[src/rtl/cnn_pkg.sv]
// Shared types and default widths for the input-feature fetch controller.
// Included by every file of the fetch block through import cnn_pkg::*.
package cnn_pkg;

  localparam int ADDR_W_DEF = 16;
  localparam int LEN_W_DEF  = 12;
  localparam int NUM_CH_DEF = 4;

  typedef enum logic [1:0] {
    S_IDLE  = 2'd0,
    S_CLEAR = 2'd1,
    S_FETCH = 2'd2,
    S_DONE  = 2'd3
  } if_fetch_state_t;

endpackage

[src/rtl/if_addr_gen.sv]
// Channel/element walker: base + c*stride + k built by adding stride at channel edges, one step per adv_i.
// Zero-latency view of registered address; holds everything while adv_i is low.
module if_addr_gen
  import cnn_pkg::*;
#(
  parameter int ADDR_W = ADDR_W_DEF,
  parameter int LEN_W  = LEN_W_DEF,
  parameter int NUM_CH = NUM_CH_DEF,
  localparam int CH_W  = $clog2(NUM_CH)
) (
  input  logic              clk,
  input  logic              rst,
  input  logic              load_i,
  input  logic              adv_i,
  input  logic [ADDR_W-1:0] base_i,
  input  logic [ADDR_W-1:0] stride_i,
  input  logic [LEN_W-1:0]  len_i,
  input  logic [CH_W:0]     num_ch_i,
  output logic [ADDR_W-1:0] addr_o,
  output logic [CH_W-1:0]   ch_o,
  output logic              last_o
);

  logic [LEN_W-1:0]  len_q, len_d;
  logic [CH_W:0]     num_q, num_d;
  logic [ADDR_W-1:0] stride_q, stride_d;
  logic [ADDR_W-1:0] base_q, base_d;
  logic [ADDR_W-1:0] addr_q, addr_d;
  logic [LEN_W-1:0]  k_q, k_d;
  logic [CH_W-1:0]   c_q, c_d;
  logic              last_q, last_d;
  logic              k_end;

  assign k_end = (k_q == len_q - LEN_W'(1));

  // last_q is precomputed for the element about to be presented, so rd_last is a pure register.
  always_comb begin
    len_d    = len_q;
    num_d    = num_q;
    stride_d = stride_q;
    base_d   = base_q;
    addr_d   = addr_q;
    k_d      = k_q;
    c_d      = c_q;
    last_d   = last_q;
    if (load_i) begin
      len_d    = len_i;
      num_d    = num_ch_i;
      stride_d = stride_i;
      base_d   = base_i;
      addr_d   = base_i;
      k_d      = '0;
      c_d      = '0;
      last_d   = (len_i == LEN_W'(1)) && (num_ch_i == (CH_W+1)'(1));
    end else if (adv_i) begin
      if (k_end) begin
        k_d    = '0;
        c_d    = c_q + CH_W'(1);
        base_d = base_q + stride_q;
        addr_d = base_q + stride_q;
        last_d = (len_q == LEN_W'(1)) && (({1'b0, c_q} + (CH_W+1)'(2)) == num_q);
      end else begin
        k_d    = k_q + LEN_W'(1);
        addr_d = addr_q + ADDR_W'(1);
        last_d = ((k_q + LEN_W'(2)) == len_q) && (({1'b0, c_q} + (CH_W+1)'(1)) == num_q);
      end
    end
  end

  always_ff @(posedge clk or posedge rst) begin
    if (rst) begin
      len_q    <= '0;
      num_q    <= '0;
      stride_q <= '0;
      base_q   <= '0;
      addr_q   <= '0;
      k_q      <= '0;
      c_q      <= '0;
      last_q   <= 1'b0;
    end else begin
      len_q    <= len_d;
      num_q    <= num_d;
      stride_q <= stride_d;
      base_q   <= base_d;
      addr_q   <= addr_d;
      k_q      <= k_d;
      c_q      <= c_d;
      last_q   <= last_d;
    end
  end

  assign addr_o = addr_q;
  assign ch_o   = c_q;
  assign last_o = last_q;

endmodule

[src/rtl/if_fetch_ctrl.sv]
// IF fetch FSM: one CLEAR cycle, then len*num_ch reads, then a one-cycle if_done (start-to-done 2+len*num_ch).
// Reads stall in place while mem_ready is low; abort drops back to IDLE without if_done.
module if_fetch_ctrl
  import cnn_pkg::*;
#(
  parameter int ADDR_W = ADDR_W_DEF,
  parameter int LEN_W  = LEN_W_DEF,
  parameter int NUM_CH = NUM_CH_DEF,
  localparam int CH_W  = $clog2(NUM_CH)
) (
  input  logic              clk,
  input  logic              rst,
  input  logic              start_if,
  input  logic [ADDR_W-1:0] base_addr,
  input  logic [LEN_W-1:0]  len,
  input  logic [ADDR_W-1:0] ch_stride,
  input  logic [CH_W:0]     num_ch,
  input  logic              mem_ready,
  input  logic              abort,
  output logic              if_ready,
  output logic              if_read,
  output logic              clr_if,
  output logic [ADDR_W-1:0] rd_addr,
  output logic [CH_W-1:0]   rd_ch,
  output logic              rd_last,
  output logic              if_done
);

  if_fetch_state_t state_q, state_d;

  logic [CH_W:0]     num_eff;
  logic              zero_job;
  logic              start_ok;
  logic              load;
  logic              xfer;
  logic [ADDR_W-1:0] ag_addr;
  logic [CH_W-1:0]   ag_ch;
  logic              ag_last;

  assign num_eff  = (num_ch > (CH_W+1)'(NUM_CH)) ? (CH_W+1)'(NUM_CH) : num_ch;
  assign zero_job = (len == '0) || (num_eff == '0);
  assign start_ok = (state_q == S_IDLE) && start_if && !abort;
  assign load     = start_ok && !zero_job;
  assign xfer     = (state_q == S_FETCH) && mem_ready && !abort;

  if_addr_gen #(
    .ADDR_W (ADDR_W),
    .LEN_W  (LEN_W),
    .NUM_CH (NUM_CH)
  ) u_addr_gen (
    .clk      (clk),
    .rst      (rst),
    .load_i   (load),
    .adv_i    (xfer),
    .base_i   (base_addr),
    .stride_i (ch_stride),
    .len_i    (len),
    .num_ch_i (num_eff),
    .addr_o   (ag_addr),
    .ch_o     (ag_ch),
    .last_o   (ag_last)
  );

  always_ff @(posedge clk or posedge rst) begin
    if (rst) state_q <= S_IDLE;
    else     state_q <= state_d;
  end

  always_comb begin
    state_d = state_q;
    unique case (state_q)
      S_IDLE:  if (start_ok) state_d = zero_job ? S_DONE : S_CLEAR;
      S_CLEAR: state_d = abort ? S_IDLE : S_FETCH;
      S_FETCH: begin
        if (abort)                state_d = S_IDLE;
        else if (xfer && ag_last) state_d = S_DONE;
      end
      S_DONE:  state_d = S_IDLE;
      default: state_d = S_IDLE;
    endcase
  end

  // Read-side fields are forced to zero outside FETCH so idle outputs never show stale job state.
  always_comb begin
    if_ready = (state_q == S_IDLE);
    clr_if   = (state_q == S_CLEAR);
    if_read  = (state_q == S_FETCH);
    if_done  = (state_q == S_DONE);
    rd_addr  = (state_q == S_FETCH) ? ag_addr : '0;
    rd_ch    = (state_q == S_FETCH) ? ag_ch   : '0;
    rd_last  = (state_q == S_FETCH) && ag_last;
  end

endmodule

[config.mk]
export PLATFORM = sky130hd
export DESIGN_NAME = if_fetch_ctrl
export DESIGN_NICKNAME = d
export VERILOG_FILES = /design/src/rtl/cnn_pkg.sv /design/src/rtl/if_addr_gen.sv /design/src/rtl/if_fetch_ctrl.sv
export SDC_FILE = /design/constraint.sdc
export NUM_CORES = 1
export LEC_CHECK = 0
export BUFFER_PORTS_ARGS = -buffer_cell sky130_fd_sc_hd__buf_4
export CAP_MARGIN = 0
export CORE_MARGIN = 1
export CORE_UTILIZATION = 43
export CTS_CLUSTER_SIZE = 24
export DETAILED_ROUTE_END_ITERATION = 10
export GPL_TIMING_DRIVEN = 1
export SLEW_MARGIN = 20
export SYNTH_ARGS = -nofsm -noshare
export SYNTH_HDL_FRONTEND = slang
export SYNTH_SLANG_ARGS = --single-unit
[constraint.sdc]
create_clock -name clk -period 3.1 [get_ports clk]
set_clock_uncertainty 0.15 [all_clocks]
set_input_delay 0.62 -clock clk [delete_from_list [all_inputs] [get_ports clk]]
set_output_delay 0.62 -clock clk [all_outputs]
set_load 0.05 [all_outputs]
==> out/metrics.cfg <==
[critical_path]
worstPathRequired_ns = 3.18
path_common_cell = or4_4
crit_type = reg -> reg
critPathMaxFanout = 6
critPathBufInv = 0
r2r_start = u_addr_gen.len_q[0]
start_kind = flop
cp_top_family = simple AND/OR/NAND/NOR gates
cp_cell_sequence = or4_4, or4_4, o311ai_1, a41oi_1, and4bb_4, mux2_4, a221oi_2, nor2_1
r2r_end = u_addr_gen.addr_o[4]
worst_ep_arrival_time_ns = 3.14
rr_worst_depth = 8
critPathSlowestCell = or4_4
cp_slowest_stage_delay_ns = 0.53
reg2reg_slack_ns = 0.03
cp-end-kind = flop

[synthesis]
synth_top_family_by_area = simple AND/OR/NAND/NOR gates
synth_nets = 752
ys_seq_area_share_pct = 36.07
synth_compound_area_share_pct = 18.42
synthMuxAreaShare_pct = 1.330
syn_area_um2 = 5550
synth-adder-area-share_pct = 5.275
synth_edf_count = 0
synthFlopType = dfrtp_1
ys_ff_latch = 80
synth_cells = 678
synth-async-reset-ratio_pct = 100.0
synth_xor_area_share_pct = 6.470
syn_avg_cell_area_um2 = 8.186
yosys.area_share.simple_pct = 27.07
synth-warning-count = 0
ys_types = 70

[drt]
wl_mm = 16.64
dr.pass1.iters = 7
wl_met2_mm = 8.119
drtIter0Drc = 309
wl_per_cell_um = 17.53
vias = 5400
wl_met1_mm = 7.297
drc = 0
top_layer = met4
ant_nets = 0
vias_per_cell = 5.690
dr_wl_met3_um = 846

[timing]
rsz0062_at_grt = yes
tns_ns = 0
drv_slew = 0
period_share_pct = 98.88
fin_hold_ws_ns = 0.1880
period_minus_slack_ns = 3.065
max-slew-margin-rel_pct = 44.13
max_freq_ghz = 0.3262
tightestPinTransition_ns = 0.8371
hold_viol = 0
setup_viol = 0

[power]
p_leak_nw = 3.093
combPwrFrac_pct = 42.9
p_switching_mw = 1.620
p_clk_share_pct = 23.1
p_seq_share_pct = 34.0
total_power_mw = 4.215
p_per_area_nw_per_um2 = 604.5
switching_share_pct = 38.44
intPower_mw = 2.595
vdd_drop_max_uv = 340.3

[placed_design]
dp_hpwl_mm = 11.78
post_dp_cell_area_um2 = 6469
place_congestion = 0.9133
placedCellCount = 925
io_buffer_count = 74

[min_path]
hold_path_class = in -> async

[clock_tree]
insertion_delay_ns = 0.34
clk_pin_slew_worst_paths_ns = 0.06
cts_hold_buf = 0
cts_buffer_depth = 2
cts_buffers = 9
cts-root-buf = clkbuf_16
cts_tree = built
htreeDepth = 3
clock-sinks = 80

[floorplanning]
start_util_pct = 43.98
die-area_um2 = 13370
io_pins = 75
core_area_um2 = 12620
die_w_um = 115.6
die_h_um = 115.6
rows = 41

[grt]
grt_pass1_wl_mm = 25.81
grt_usage_pct = 25.42
grt_antenna_before_repair = 0
grt_max_degree = 61
grt_pass1_vias = 5112
overflow = 0

[layout]
stdcell_area_um2 = 6973
area_growth_pct = 25.63
final_cells = 949
drive_gt1_share_pct = 23.29
finalNetCount = 848
fillers = 1241
diodes = 0

[run_status]
status = complete, no violations

[flow_run]
drv_cap = 0

## cell usage after synthesis, types with 3 or more instances
cell | n | area (um2)
nand2_1 | 119 | 446.7
dfrtp_1 | 80 | 2002
nor2_1 | 53 | 198.9
a21oi_1 | 34 | 170.2
xnor2_1 | 31 | 271.5
o21ai_0 | 30 | 150.1
and2_1 | 23 | 143.9
clkbuf_1 | 23 | 86.33
nand3_1 | 23 | 115.1
ha_1 | 21 | 262.8
inv_1 | 21 | 78.83
nor3_1 | 19 | 95.09
a31oi_1 | 14 | 87.58
nor4_1 | 11 | 68.82
xor2_1 | 10 | 87.58
o211ai_1 | 9 | 67.56
nand2b_1 | 8 | 50.05
nand4_1 | 8 | 50.05
o21a_1 | 8 | 60.06
o22ai_1 | 8 | 50.05
a211oi_1 | 7 | 52.55
buf_1 | 7 | 26.28
or3_1 | 7 | 43.79
and3_1 | 6 | 37.54
a21o_1 | 5 | 37.54
buf_6 | 5 | 56.30
nand3b_1 | 5 | 37.54
o31ai_1 | 5 | 37.54
or4_1 | 5 | 37.54
a2111oi_0 | 4 | 35.03
buf_2 | 4 | 20.02
mux2i_1 | 4 | 40.04
o21ai_1 | 4 | 20.02
o311ai_1 | 4 | 35.03
or2_2 | 4 | 25.02
nand4b_1 | 3 | 26.28
nor2b_1 | 3 | 18.77
## layout make-up
class,instances,area [um2],area share [%]
multi-input combinational,536,3430,49.18
timing repair buffer,126,991.0,14.21
tap,172,215.2,3.086
sequential,80,2002,28.71
inverter,21,80.08,1.148
clock inverter,1,5.005,0.07177
clock buffer,13,250.2,3.589
## how the worst max path moves through the flow
stage | end | startpoint | slack, ns | cells after the start
final | u_addr_gen.addr_o[4] | u_addr_gen.len_q[0] | 0.03 | 8
after detailed placement | u_addr_gen.base_q[0] | u_addr_gen.len_q[0] | -0.002 | 9
after floorplan | u_addr_gen.addr_o[3] | u_addr_gen.len_q[2] | 0.12 | 11
after CTS | u_addr_gen.k_q[3] | u_addr_gen.len_q[0] | 0.01 | 11
after global routing | u_addr_gen.addr_o[4] | u_addr_gen.len_q[1] | -0.04 | 8
after global placement | u_addr_gen.addr_o[6] | len[6] | -0.05 | 8
## cell usage in the layout (no fill, tap or decap), types with 5 or more instances in the layout
| cell type | netlist | routed |
|---|---|---|
| nand2_1 | 119 | 118 |
| buf_4 | 2 | 118 |
| dfrtp_1 | 80 | 80 |
| nor2_1 | 53 | 52 |
| a21oi_1 | 34 | 32 |
| xnor2_1 | 31 | 31 |
| o21ai_0 | 30 | 29 |
| nand3_1 | 23 | 23 |
| and2_1 | 23 | 22 |
| ha_1 | 21 | 21 |
| nor3_1 | 19 | 18 |
| inv_1 | 21 | 18 |
| a31oi_1 | 14 | 14 |
| xor2_1 | 10 | 10 |
| nor4_1 | 11 | 9 |
| o211ai_1 | 9 | 9 |
| clkbuf_16 | 0 | 9 |
| nand2b_1 | 8 | 8 |
| o21a_1 | 8 | 8 |
| o22ai_1 | 8 | 8 |
| nand4_1 | 8 | 8 |
| or3_1 | 7 | 7 |
| a211oi_1 | 7 | 7 |
| and3_1 | 6 | 6 |
| nand3b_1 | 5 | 5 |
| o21ai_1 | 4 | 5 |
## flip-flops by register name, summed over array words and instances (netlist names)
| register | cells |
|---|---|
| state_q | 2 |
| u_addr_gen.len_q | 12 |
| u_addr_gen.base_q | 16 |
| u_addr_gen.num_q | 3 |
| u_addr_gen.stride_q | 16 |
| u_addr_gen.last_o | 1 |
| u_addr_gen.ch_o | 2 |
| u_addr_gen.addr_o | 16 |
| u_addr_gen.k_q | 12 |
## cell families (layout without fill, tap and decap cells)
logic type,count (synthesis),in the layout
AND/OR/NAND/NOR,309,310
AO/OA/AOI/OAI,155,155
flip-flops,80,80
buffers and inverters,63,161
XOR/XNOR,41,41
adder cells (fa/ha/maj),23,23
multiplexers,7,7
## repair_timing
| item | in CTS | in global routing |
|---|---|---|
| gates cloned | 0 | 2 |
| endpoints found under the hold margin | 0 | 0 |
| endpoints found under the setup margin | 4 | 46 |
| pin swaps | 0 | 8 |
| gates resized for setup | 1 | 42 |
| buffers inserted | 0 | 8 |
## through the flow
step | utilization [%] | setup WS [ns]
6_report | 55.25 | 0.03461
2_1_floorplan | - | 0.1244
5_1_grt | 55.25 | -0.03894
3_3_place_gp | 51.21 | -0.04970
3_5_place_dp | 51.26 | -0.001810
4_1_cts | 53.29 | 0.01096
## metal layers
metal / up-vias / global-route usage [%]
met5: - / 0
met4: 0 / 9.231
met3: 26 / 4.812
met2: 149 / 42.04
met1: 2613 / 33.24
li1: 2612 / -
## power by group through the flow
stage / Clock, mW / Sequential (mW) / Combinational, mW
final: 0.973 / 1.43 / 1.81
after global routing: 1.04 / 1.46 / 1.99
after CTS: 0.996 / 1.43 / 1.70
after detailed placement: 0 / 1.44 / 1.69
after global placement: 0 / 1.44 / 1.64
after floorplan: 0 / 1.38 / 1.24
(Power assumes the default switching activity.)
